`src/rtl/approx_add_pkg.sv`:
```
// Shared types and helpers for the pipelined approximate adder.
// Low-part helpers work on a 32-bit container, so APPROX_LSB is limited to 31.
package approx_add_pkg;

  typedef enum logic [1:0] {
    MODE_EXACT = 2'd0,
    MODE_LOA   = 2'd1,
    MODE_TRUNC = 2'd2,
    MODE_RSVD  = 2'd3
  } approx_mode_e;

  typedef struct packed {
    logic        carry;
    logic [31:0] low;
  } low_res_t;

  // Bits of the high part handled per pipeline stage (ceiling division).
  function automatic int seg_width(input int width, input int k, input int stages);
    return (width - k + stages - 1) / stages;
  endfunction

  // Low-part result and carry injected into the high part, per mode.
  function automatic low_res_t low_part(input logic [31:0] a_l, input logic [31:0] b_l,
                                        input int unsigned k, input logic [1:0] mode);
    low_res_t    res;
    logic [31:0] mask;
    logic [32:0] s;
    mask = 32'((33'h1 << k) - 33'h1);
    s    = {1'b0, a_l & mask} + {1'b0, b_l & mask};
    res  = '0;
    case (approx_mode_e'(mode))
      MODE_LOA: begin
        res.low   = (a_l | b_l) & mask;
        res.carry = a_l[k-1] & b_l[k-1];
      end
      MODE_TRUNC: begin
        res.low   = 32'h1 << (k - 1);
        res.carry = 1'b0;
      end
      default: begin
        res.low   = s[31:0] & mask;
        res.carry = s[k];
      end
    endcase
    return res;
  endfunction

endpackage

```
`src/rtl/approx_add_seg.sv`:
```
// One pipeline stage: adds its slice of the high part using the carry from
// the previous stage, and carries operands/side data forward.
module approx_add_seg #(
  parameter int PW     = 4,
  parameter int SEG    = 2,
  parameter int IDX    = 0,
  parameter int SIDE_W = 6
) (
  input  logic              clk,
  input  logic              rst,
  input  logic              in_valid,
  output logic              in_ready,
  input  logic [PW-1:0]     in_a,
  input  logic [PW-1:0]     in_b,
  input  logic [PW-1:0]     in_sum,
  input  logic              in_carry,
  input  logic [SIDE_W-1:0] in_side,
  output logic              out_valid,
  input  logic              out_ready,
  output logic [PW-1:0]     out_a,
  output logic [PW-1:0]     out_b,
  output logic [PW-1:0]     out_sum,
  output logic              out_carry,
  output logic [SIDE_W-1:0] out_side
);

  logic [SEG:0]    seg_res;
  logic [PW-1:0]   sum_next;

  always_comb begin
    seg_res  = {1'b0, in_a[IDX*SEG +: SEG]} + {1'b0, in_b[IDX*SEG +: SEG]}
             + {{SEG{1'b0}}, in_carry};
    sum_next = in_sum;
    sum_next[IDX*SEG +: SEG] = seg_res[SEG-1:0];
  end

  // Load when empty or when the downstream stage takes our entry.
  assign in_ready = !out_valid || out_ready;

  always_ff @(posedge clk or posedge rst) begin
    if (rst) begin
      out_valid <= 1'b0;
      out_a     <= '0;
      out_b     <= '0;
      out_sum   <= '0;
      out_carry <= 1'b0;
      out_side  <= '0;
    end else if (in_ready) begin
      out_valid <= in_valid;
      if (in_valid) begin
        out_a     <= in_a;
        out_b     <= in_b;
        out_sum   <= sum_next;
        out_carry <= seg_res[SEG];
        out_side  <= in_side;
      end
    end
  end

endmodule

```
`src/rtl/approx_add_pipe.sv`:
```
// Pipelined approximate unsigned adder (EXACT / LOA / TRUNC) with valid/ready.
// Define APPROX_ERR_STATS_EN to add the exact-sum path and error statistics.
module approx_add_pipe
  import approx_add_pkg::*;
#(
  parameter int WIDTH      = 8,
  parameter int APPROX_LSB = 4,
  parameter int STAGES     = 2,
  parameter int ERR_W      = 32
) (
  input  logic             clk,
  input  logic             rst,
  input  logic             in_valid,
  output logic             in_ready,
  input  logic [WIDTH-1:0] in_a,
  input  logic [WIDTH-1:0] in_b,
  input  logic [1:0]       in_mode,
  output logic             out_valid,
  input  logic             out_ready,
  output logic [WIDTH:0]   out_sum,
  output logic [1:0]       out_mode
`ifdef APPROX_ERR_STATS_EN
  ,
  input  logic             stats_clr,
  output logic [ERR_W-1:0] err_count,
  output logic [WIDTH:0]   err_max,
  output logic [ERR_W-1:0] err_sum
`endif
);

  localparam int K   = APPROX_LSB;
  localparam int HW  = WIDTH - K;
  localparam int SEG = seg_width(WIDTH, K, STAGES);
  localparam int PW  = SEG * STAGES;
`ifdef APPROX_ERR_STATS_EN
  localparam int SIDE_W = K + 2 + WIDTH + 1;
`else
  localparam int SIDE_W = K + 2;
`endif

  logic [STAGES:0] v_ch;
  logic [STAGES:0] rdy_ch;
  logic [PW-1:0]     a_ch    [STAGES+1];
  logic [PW-1:0]     b_ch    [STAGES+1];
  logic [PW-1:0]     s_ch    [STAGES+1];
  logic              c_ch    [STAGES+1];
  logic [SIDE_W-1:0] side_ch [STAGES+1];

  low_res_t lp;
  logic [PW:0] fin_full;
  logic        unused_bits;

  always_comb lp = low_part(32'(in_a[K-1:0]), 32'(in_b[K-1:0]), K, in_mode);

  // High part is zero-padded to a whole number of segments; the padding
  // bits simply absorb the carry-out.
  assign v_ch[0]   = in_valid;
  assign a_ch[0]   = PW'(in_a[WIDTH-1:K]);
  assign b_ch[0]   = PW'(in_b[WIDTH-1:K]);
  assign s_ch[0]   = '0;
  assign c_ch[0]   = lp.carry;
`ifdef APPROX_ERR_STATS_EN
  assign side_ch[0] = {({1'b0, in_a} + {1'b0, in_b}), in_mode, lp.low[K-1:0]};
`else
  assign side_ch[0] = {in_mode, lp.low[K-1:0]};
`endif
  assign rdy_ch[STAGES] = out_ready;
  assign in_ready       = rdy_ch[0];

  for (genvar gi = 0; gi < STAGES; gi++) begin : g_stage
    approx_add_seg #(.PW(PW), .SEG(SEG), .IDX(gi), .SIDE_W(SIDE_W)) u_seg (
      .clk      (clk),
      .rst      (rst),
      .in_valid (v_ch[gi]),
      .in_ready (rdy_ch[gi]),
      .in_a     (a_ch[gi]),
      .in_b     (b_ch[gi]),
      .in_sum   (s_ch[gi]),
      .in_carry (c_ch[gi]),
      .in_side  (side_ch[gi]),
      .out_valid(v_ch[gi+1]),
      .out_ready(rdy_ch[gi+1]),
      .out_a    (a_ch[gi+1]),
      .out_b    (b_ch[gi+1]),
      .out_sum  (s_ch[gi+1]),
      .out_carry(c_ch[gi+1]),
      .out_side (side_ch[gi+1])
    );
  end

  assign fin_full  = {c_ch[STAGES], s_ch[STAGES]};
  assign out_valid = v_ch[STAGES];
  assign out_sum   = {fin_full[HW:0], side_ch[STAGES][K-1:0]};
  assign out_mode  = side_ch[STAGES][K+1:K];
  assign unused_bits = ^{lp.low, a_ch[STAGES], b_ch[STAGES], fin_full};

`ifdef APPROX_ERR_STATS_EN
  logic [WIDTH:0] exact_sum;
  logic [WIDTH:0] abs_err;
  logic [ERR_W:0] sum_ext;

  assign exact_sum = side_ch[STAGES][SIDE_W-1 -: WIDTH+1];
  assign abs_err   = (exact_sum >= out_sum) ? exact_sum - out_sum : out_sum - exact_sum;
  assign sum_ext   = {1'b0, err_sum} + (ERR_W+1)'(abs_err);

  // Clear takes priority over a coincident output transfer.
  always_ff @(posedge clk or posedge rst) begin
    if (rst) begin
      err_count <= '0;
      err_max   <= '0;
      err_sum   <= '0;
    end else if (stats_clr) begin
      err_count <= '0;
      err_max   <= '0;
      err_sum   <= '0;
    end else if (out_valid && out_ready) begin
      if (abs_err != '0 && err_count != '1)
        err_count <= err_count + ERR_W'(1);
      if (abs_err > err_max)
        err_max <= abs_err;
      err_sum <= sum_ext[ERR_W] ? '1 : sum_ext[ERR_W-1:0];
    end
  end
`endif

endmodule

```
`config.mk`:
```
export PLATFORM = sky130hd
export DESIGN_NAME = approx_add_pipe
export DESIGN_NICKNAME = d
export VERILOG_FILES = /design/src/rtl/approx_add_pkg.sv /design/src/rtl/approx_add_seg.sv /design/src/rtl/approx_add_pipe.sv
export SDC_FILE = /design/constraint.sdc
export NUM_CORES = 1
export LEC_CHECK = 0
export ABC_CLOCK_PERIOD_IN_PS = 1800
export BUFFER_PORTS_ARGS = -buffer_cell sky130_fd_sc_hd__buf_2
export CAP_MARGIN = 25
export CORE_MARGIN = 2
export CORE_UTILIZATION = 30
export CTS_CLUSTER_DIAMETER = 30
export DETAILED_ROUTE_END_ITERATION = 7
export GPL_ROUTABILITY_DRIVEN = 0
export PLACE_DENSITY = 0.49
export SYNTH_ARGS = -nofsm -noshare
export SYNTH_HDL_FRONTEND = slang
export SYNTH_SLANG_ARGS = --single-unit
export TNS_END_PERCENT = 100
```
`constraint.sdc`:
```
create_clock -name clk -period 1.8 [get_ports clk]
set_clock_uncertainty 0.1 [all_clocks]
set_input_delay 0.36 -clock clk [delete_from_list [all_inputs] [get_ports clk]]
set_output_delay 0.36 -clock clk [all_outputs]
set_load 0.05 [all_outputs]
```
==> results of run 1 <==
-- cells in the final DEF (no fill, tap or decap), drive strengths merged, types with 3 or more instances in the layout --
| master | n |
|---|---|
| nand3 | 4 |
| dfrtp | 26 |
| fa | 5 |
| clkbuf | 3 |
| a21oi | 3 |
| o21ai | 16 |
| nand2 | 12 |
| nand2b | 3 |
| mux2 | 9 |
| buf | 46 |
| inv | 23 |
| nor2 | 3 |
| ha | 10 |
-- cells by family after synthesis --
family / Yosys count
DFF: 26
muxes: 10
xor gates and xnor gates: 2
adders and majority gates: 15
buffers and inverters: 27
and+or+nand+nor: 25
AOI/OAI and AO/OA: 24
-- worst register-to-register path, stage by stage, from the launching register on --
cell and delay [ns]:
dfrtp_1 0.33, inv_1 0.06, fa_1 0.43, fa_1 0.48
o21ai_0 0.08
-- power groups by stage --
| stage | Sequential, mW | Combinational (mW) | Clock, mW |
|---|---|---|---|
| after floorplan | 1.05 | 0.290 | 0 |
| after global placement | 0.788 | 0.725 | 0 |
| after detailed placement | 0.795 | 0.735 | 0 |
| after CTS | 0.783 | 0.739 | 0.331 |
| after global routing | 0.798 | 0.801 | 0.359 |
| final | 0.780 | 0.735 | 0.317 |
-- cell usage after synthesis, drive strengths merged --
cell type  count
nand2b         3
xor2           1
or2b           1
o31a           1
ha            10
fa             5
a22oi          2
dfrtp         26
nand2         12
nand3          4
a21oi          3
nor2b          1
a21o           1
mux2           9
inv           23
a31oi          1
xnor2          1
nor2           3
o21ai         16
mux2i          1
nand3b         1
buf            4
-- flip-flops by register name, summed over array words and instances, names as in the netlist --
signal / flops
g_stage.u_seg.out_sum: 6
g_stage.u_seg.out_carry: 2
g_stage.u_seg.out_side: 12
g_stage.u_seg.out_b: 2
g_stage.u_seg.out_a: 2
g_stage.u_seg.out_valid: 2
-- how the worst max path moves through the flow --
stage,startpoint,end,slack (ns),depth (start not counted)
2_1_floorplan,in_a[2],g_stage[0].u_seg.out_sum[1]$_DFFE_PP0P_,-0.32,9
3_3_place_gp,in_a[0],g_stage[0].u_seg.out_sum[1]$_DFFE_PP0P_,-0.51,11
3_5_place_dp,in_a[0],g_stage[0].u_seg.out_sum[1]$_DFFE_PP0P_,-0.53,11
4_1_cts,in_a[2],g_stage[0].u_seg.out_sum[1]$_DFFE_PP0P_,-0.23,10
5_1_grt,in_a[0],g_stage[0].u_seg.out_sum[1]$_DFFE_PP0P_,-0.32,11
6_report,in_a[0],g_stage[0].u_seg.out_sum[1]$_DFFE_PP0P_,-0.22,11
-- metal layers --
layer | wire length (µm) | share of wire (%)
met1 | 1190 | 44
met2 | 1320 | 49
met3 | 113 | 4.2
met4 | 65 | 2.4
met5 | 0 | 0
-- cell type report --
type	count	area (µm²)	area share, %
multi-input combinational	76	678	37.6
sequential	26	651	36.1
timing repair buffer	46	283	15.7
inverter	23	86.3	4.79
tap	52	65.1	3.61
clock buffer	3	41.3	2.29
-- repair_timing --
action                     4_1_cts  5_1_grt
setup buffers                    0        1
gates resized for setup          5        5
setup endpoints to repair        3        3
pin swaps                        0        5
==> flow_metrics.tcl, run 1 <==
set metrics [dict create \
    crit_arrival_ns 2.08 \
    drtIter0Drc 13 \
    cts_made_buffers 3 \
    synth_fa_ha_area_share_pct 16.0 \
    finalCoreUtilization_pct 40.6 \
    fin_ws_ns -0.224 \
    slew_headroom_pct 76.1 \
    grt_max_degree 27 \
    ir_worst_vdd_uv 335 \
    drc 0 \
    dieArea_mm2 0.00526 \
    worstPathRequired_ns 1.85 \
    syn_avg_cell_area_um2 10.9 \
    synth_compound_area_share_pct 9.41 \
    ys_warn_count 0 \
    maxSlewViolCount 0 \
    cts_sinks 26 \
    io_pins 35 \
    maxCapViolCount 0 \
    grt_use_total_pct 11.5 \
    rsz0062_at_grt "true" \
    grt_pass1_vias 1065 \
    clockPowerShare_pct 17.3 \
    cpMaxStageDelayCell "fa_1" \
    worst_pin_slew_ns 0.357 \
    cts_buffer_depth 2 \
    powerDensity_mw_per_mm2 1020 \
    drt-vias-per-instance 4.35 \
    slowest_delay_ns 0.47 \
    outcome "finished, violations left" \
    r2r-start "g_stage[0].u_seg.out_a[2]$_DFFE_PP0P_" \
    fin_nets 213 \
    hold_violations 0 \
    postLayoutCellArea_mm2 0.00180 \
    place_area_mm2 0.00171 \
    use_met1_pct 13.9 \
    cts_tree "built" \
    grt_antenna_before_repair 0 \
    wl_per_cell_um 11.9 \
    syn-num-nets 166 \
    grt_pass1_wl_um 4620 \
    core.rowCount 24 \
    setup_violations 3 \
    period_minus_slack_ns 2.02 \
    port_buffers 34 \
    synthMuxAreaShare_pct 8.97 \
    grt-busiest-layer "met2" \
    wl_um 2690 \
    dp_hpwl_um 2190 \
    fin_crit_sh_pct 112 \
    path_max_fanout 2 \
    cp_top_family "adder cells" \
    fillCellCount 453 \
    antennaDiodeCount 0 \
    r2r-end "g_stage[1].u_seg.out_sum[3]$_DFFE_PP0P_" \
    stdcell_count 226 \
    syn_area_mm2 0.00141 \
    num_vias 983 \
    htree_levels 1 \
    clk_latency_ns 0.27 \
    clock-root-buffer "clkbuf_8" \
    fin_tns_setup_ns -0.539 \
    timing_worst_setup_path_type "input port to flop" \
    crit_chain "buf_8, ha_4, inv_2, fa_2, nor2b_1, o21ai_1, a21oi_2, fa_2, inv_2, fa_1, o21ai_1" \
    area_growth_pct 28.1 \
    synth_top_family_by_area "adder cells" \
    die_w_um 72.5 \
    dp_slack_ns -0.527 \
    drt_pass1_iterations 3 \
    netlist_top_cells_area "dfrtp_1 (46%), ha_1 (8.9%), fa_1 (7.1%)" \
    hold_ws_ns 0.0347 \
    clk_pin_slew_ns 0.08 \
    netlist_instances 129 \
    yosys_register_bits 26 \
    core-area_mm2 0.00444 \
    p_sw_share_pct 39.2 \
    start_util_pct 31.7 \
    cts_hold_buf 0 \
    worstSetupEndpointType "flop" \
    grt_overflow 0 \
    synth_xor_area_share_pct 1.24 \
    power.leakage_nw 0.941 \
    hp-class "input port to asynchronous set/reset pin" \
    power.net_switching_mw 0.718 \
    synth-seq-area-share_pct 46.2 \
    antenna_left 0 \
    synthSimpleGateAreaFrac_pct 9.86 \
    synth_top_area_share_pct 46.2 \
    intPower_mw 1.11 \
    grt_use_met3_pct 1.39 \
    drive_gt1_share_pct 39.1 \
    path_buf_inv 3 \
    yosysUniqueCellTypes 28 \
    failed_checks "negative setup slack" \
    use_met2_pct 19.7 \
    startpoint_type "input port" \
    yosys.area.top_type "dfrtp_1" \
    p_seq_share_pct 42.6 \
    power_frac_comb_pct 40.1 \
    regToRegSetupSlack_ns 0.20 \
    power_mw 1.83 \
    reg2regPathDepth 4 \
    die_y_um 72.5 \
    fmax_mhz 494 \
    dp_cells 222 \
]
(Power assumes the default switching activity.)
==> run 2: changes to the inputs <==
ABC_CLOCK_PERIOD_IN_PS = 1700   (was 1800)
PLACE_DENSITY = 0.51   (was 0.49)
clock period = 1.7 ns   (was 1.8 ns; I/O delays follow)
==> run 2 against run 1 <==
The flow still finishes with violations (negative setup slack); hold slack got worse by 0.025 ns; non-clock buffer count grew 1; power increased by 9.7%; sequential cell count stayed put; register-to-register slack worse by 0.13 ns; clock power rose by 26%; critical path type unchanged; critical endpoint unchanged.
==> flow_metrics.tcl, run 2 (synthesized netlist as in run 1, its figures left out) <==
set metrics [dict create \
    period_minus_slack_ns 1.95 \
    io_pins 35 \
    grt_pass1_wl_um 4590 \
    cts_hold_buf 0 \
    drive_gt1_share_pct 39.2 \
    hold_ws_ns 0.00956 \
    clock-root-buffer "clkbuf_8" \
    dp_hpwl_um 2200 \
    drt_pass1_iterations 4 \
    drc 0 \
    power.leakage_nw 0.952 \
    clk_latency_ns 0.27 \
    power_frac_comb_pct 38.9 \
    clockPowerShare_pct 19.8 \
    cts_tree "built" \
    antennaDiodeCount 0 \
    clk_pin_slew_ns 0.09 \
    dp_slack_ns -0.618 \
    timing_worst_setup_path_type "input port to flop" \
    largest_reg_flops 12 \
    p_seq_share_pct 41.4 \
    drtIter0Drc 38 \
    grt_use_total_pct 11.3 \
    grt_pass1_vias 1044 \
    fin_ws_ns -0.255 \
    power.net_switching_mw 0.781 \
    port_buffers 34 \
    maxSlewViolCount 0 \
    start_util_pct 31.7 \
    failed_checks "negative setup slack" \
    ir_worst_vdd_uv 387 \
    layout_common_cells "buf_2 (32), dfrtp_1 (26), inv_1 (21), buf_4 (13), o21ai_0 (11)" \
    outcome "finished, violations left" \
    power_mw 2.01 \
    grt_overflow 0 \
    drt-vias-per-instance 4.36 \
    die_w_um 72.5 \
    htree_levels 1 \
    hp-class "input port to asynchronous set/reset pin" \
    worst_pin_slew_ns 0.348 \
    hold_violations 0 \
    worstSetupEndpointType "flop" \
    cts_sinks 26 \
    wl_um 2690 \
    crit_chain "buf_8, ha_4, inv_2, fa_2, nor2b_1, o21ai_1, a21oi_2, fa_2, inv_2, fa_1, o21ai_1" \
    cts_made_buffers 3 \
    intPower_mw 1.23 \
    layout_commonest_cell "buf_2" \
    grt_antenna_before_repair 0 \
    p_sw_share_pct 38.8 \
    maxCapViolCount 0 \
    reg.largest.list "g_stage.u_seg.out_side (12), g_stage.u_seg.out_sum (6)" \
    worstPathRequired_ns 1.77 \
    grt_max_degree 27 \
    core.rowCount 24 \
    cts_buffer_depth 2 \
    startpoint_type "input port" \
    slew_headroom_pct 76.7 \
    rsz0062_at_grt "true" \
    dieArea_mm2 0.00526 \
    cpMaxStageDelayCell "fa_1" \
    area_growth_pct 28.2 \
    slowest_delay_ns 0.47 \
    antenna_left 0 \
    path_max_fanout 2 \
    wl_per_cell_um 11.8 \
    die_y_um 72.5 \
    fin_crit_sh_pct 115 \
    fin_nets 214 \
    powerDensity_mw_per_mm2 1110 \
    regToRegSetupSlack_ns 0.07 \
    num_vias 994 \
    core-area_mm2 0.00444 \
    setup_violations 3 \
    regMostFlops "g_stage.u_seg.out_side" \
    fmax_mhz 512 \
    crit_arrival_ns 2.02 \
]
[run 2: cell types whose count changed in the layout (fill, tap and decap cells not counted), sizes merged]
cell / change
buf: +1
clkbuf: +1
[run 2: metrics by stage]
stage | instances | TNS [ns] | utilization [%] | cell area [µm²]
finish | 228 | -0.642 | 40.7 | 1810
CTS | 227 | -0.725 | 40.3 | 1790
global placement | 222 | -1.68 | 38.6 | 1710
global route | 228 | -0.924 | 40.7 | 1810
detailed placement | 222 | -1.80 | 38.6 | 1710
floorplan | 129 | -1.03 | - | 1430
[run 2: worst max-delay path: cells and delay by family]
family	cells	cell delay [ns]
AO/OA/AOI/OAI	3	0.29
adder cells (fa/ha/maj)	4	1.14
buffers and inverters	3	0.15
AND/OR/NAND/NOR	1	0.12
[run 2: what timing repair did]
| item | CTS | global route |
|---|---|---|
| pin swaps | 1 | 1 |
| setup buffers | 1 | 1 |
| cloned | 0 | 0 |
| endpoints found under the setup margin | 3 | 4 |
| gates resized for setup | 4 | 5 |
[run 2: power by group through the flow]
stage	clock network (mW)	registers (mW)	logic (mW)
3_3_place_gp	0	0.837	0.764
5_1_grt	0.440	0.852	0.843
4_1_cts	0.411	0.835	0.786
6_report	0.398	0.831	0.782
3_5_place_dp	0	0.848	0.781
2_1_floorplan	0	1.11	0.307
[run 2: layer usage]
layer	vias up	GRT usage, %	share of wire, %
li1	506	-	-
met1	451	14.3	46
met2	32	18.4	47
met3	5	1.67	4.9
met4	0	6.17	2.1
met5	-	0	0
[run 2: final timing paths]
kind | start | cells after the start | to
max | in_a[0] | 11 | g_stage[0].u_seg.out_sum[1]$_DFFE_PP0P_
min | rst | 3 | g_stage[0].u_seg.out_b[2]$_DFFE_PP0P_
max reg2reg | g_stage[0].u_seg.out_a[2]$_DFFE_PP0P_ | 4 | g_stage[1].u_seg.out_sum[3]$_DFFE_PP0P_
min reg2reg | g_stage[1].u_seg.out_carry$_DFFE_PP0P_ | 2 | g_stage[1].u_seg.out_carry$_DFFE_PP0P_
max in group asynchronous | rst | 3 | g_stage[1].u_seg.out_side[1]$_DFFE_PP0P_
min in group clk | in_a[7] | 3 | g_stage[0].u_seg.out_a[3]$_DFFE_PP0P_
[run 2: final cells by class]
class	instances	area, µm²
clock buffer	4	55.1
timing repair buffer	47	284
inverter	23	86.3
tap	52	65.1
fill	446	2640
multi-input combinational	76	666
sequential	26	651
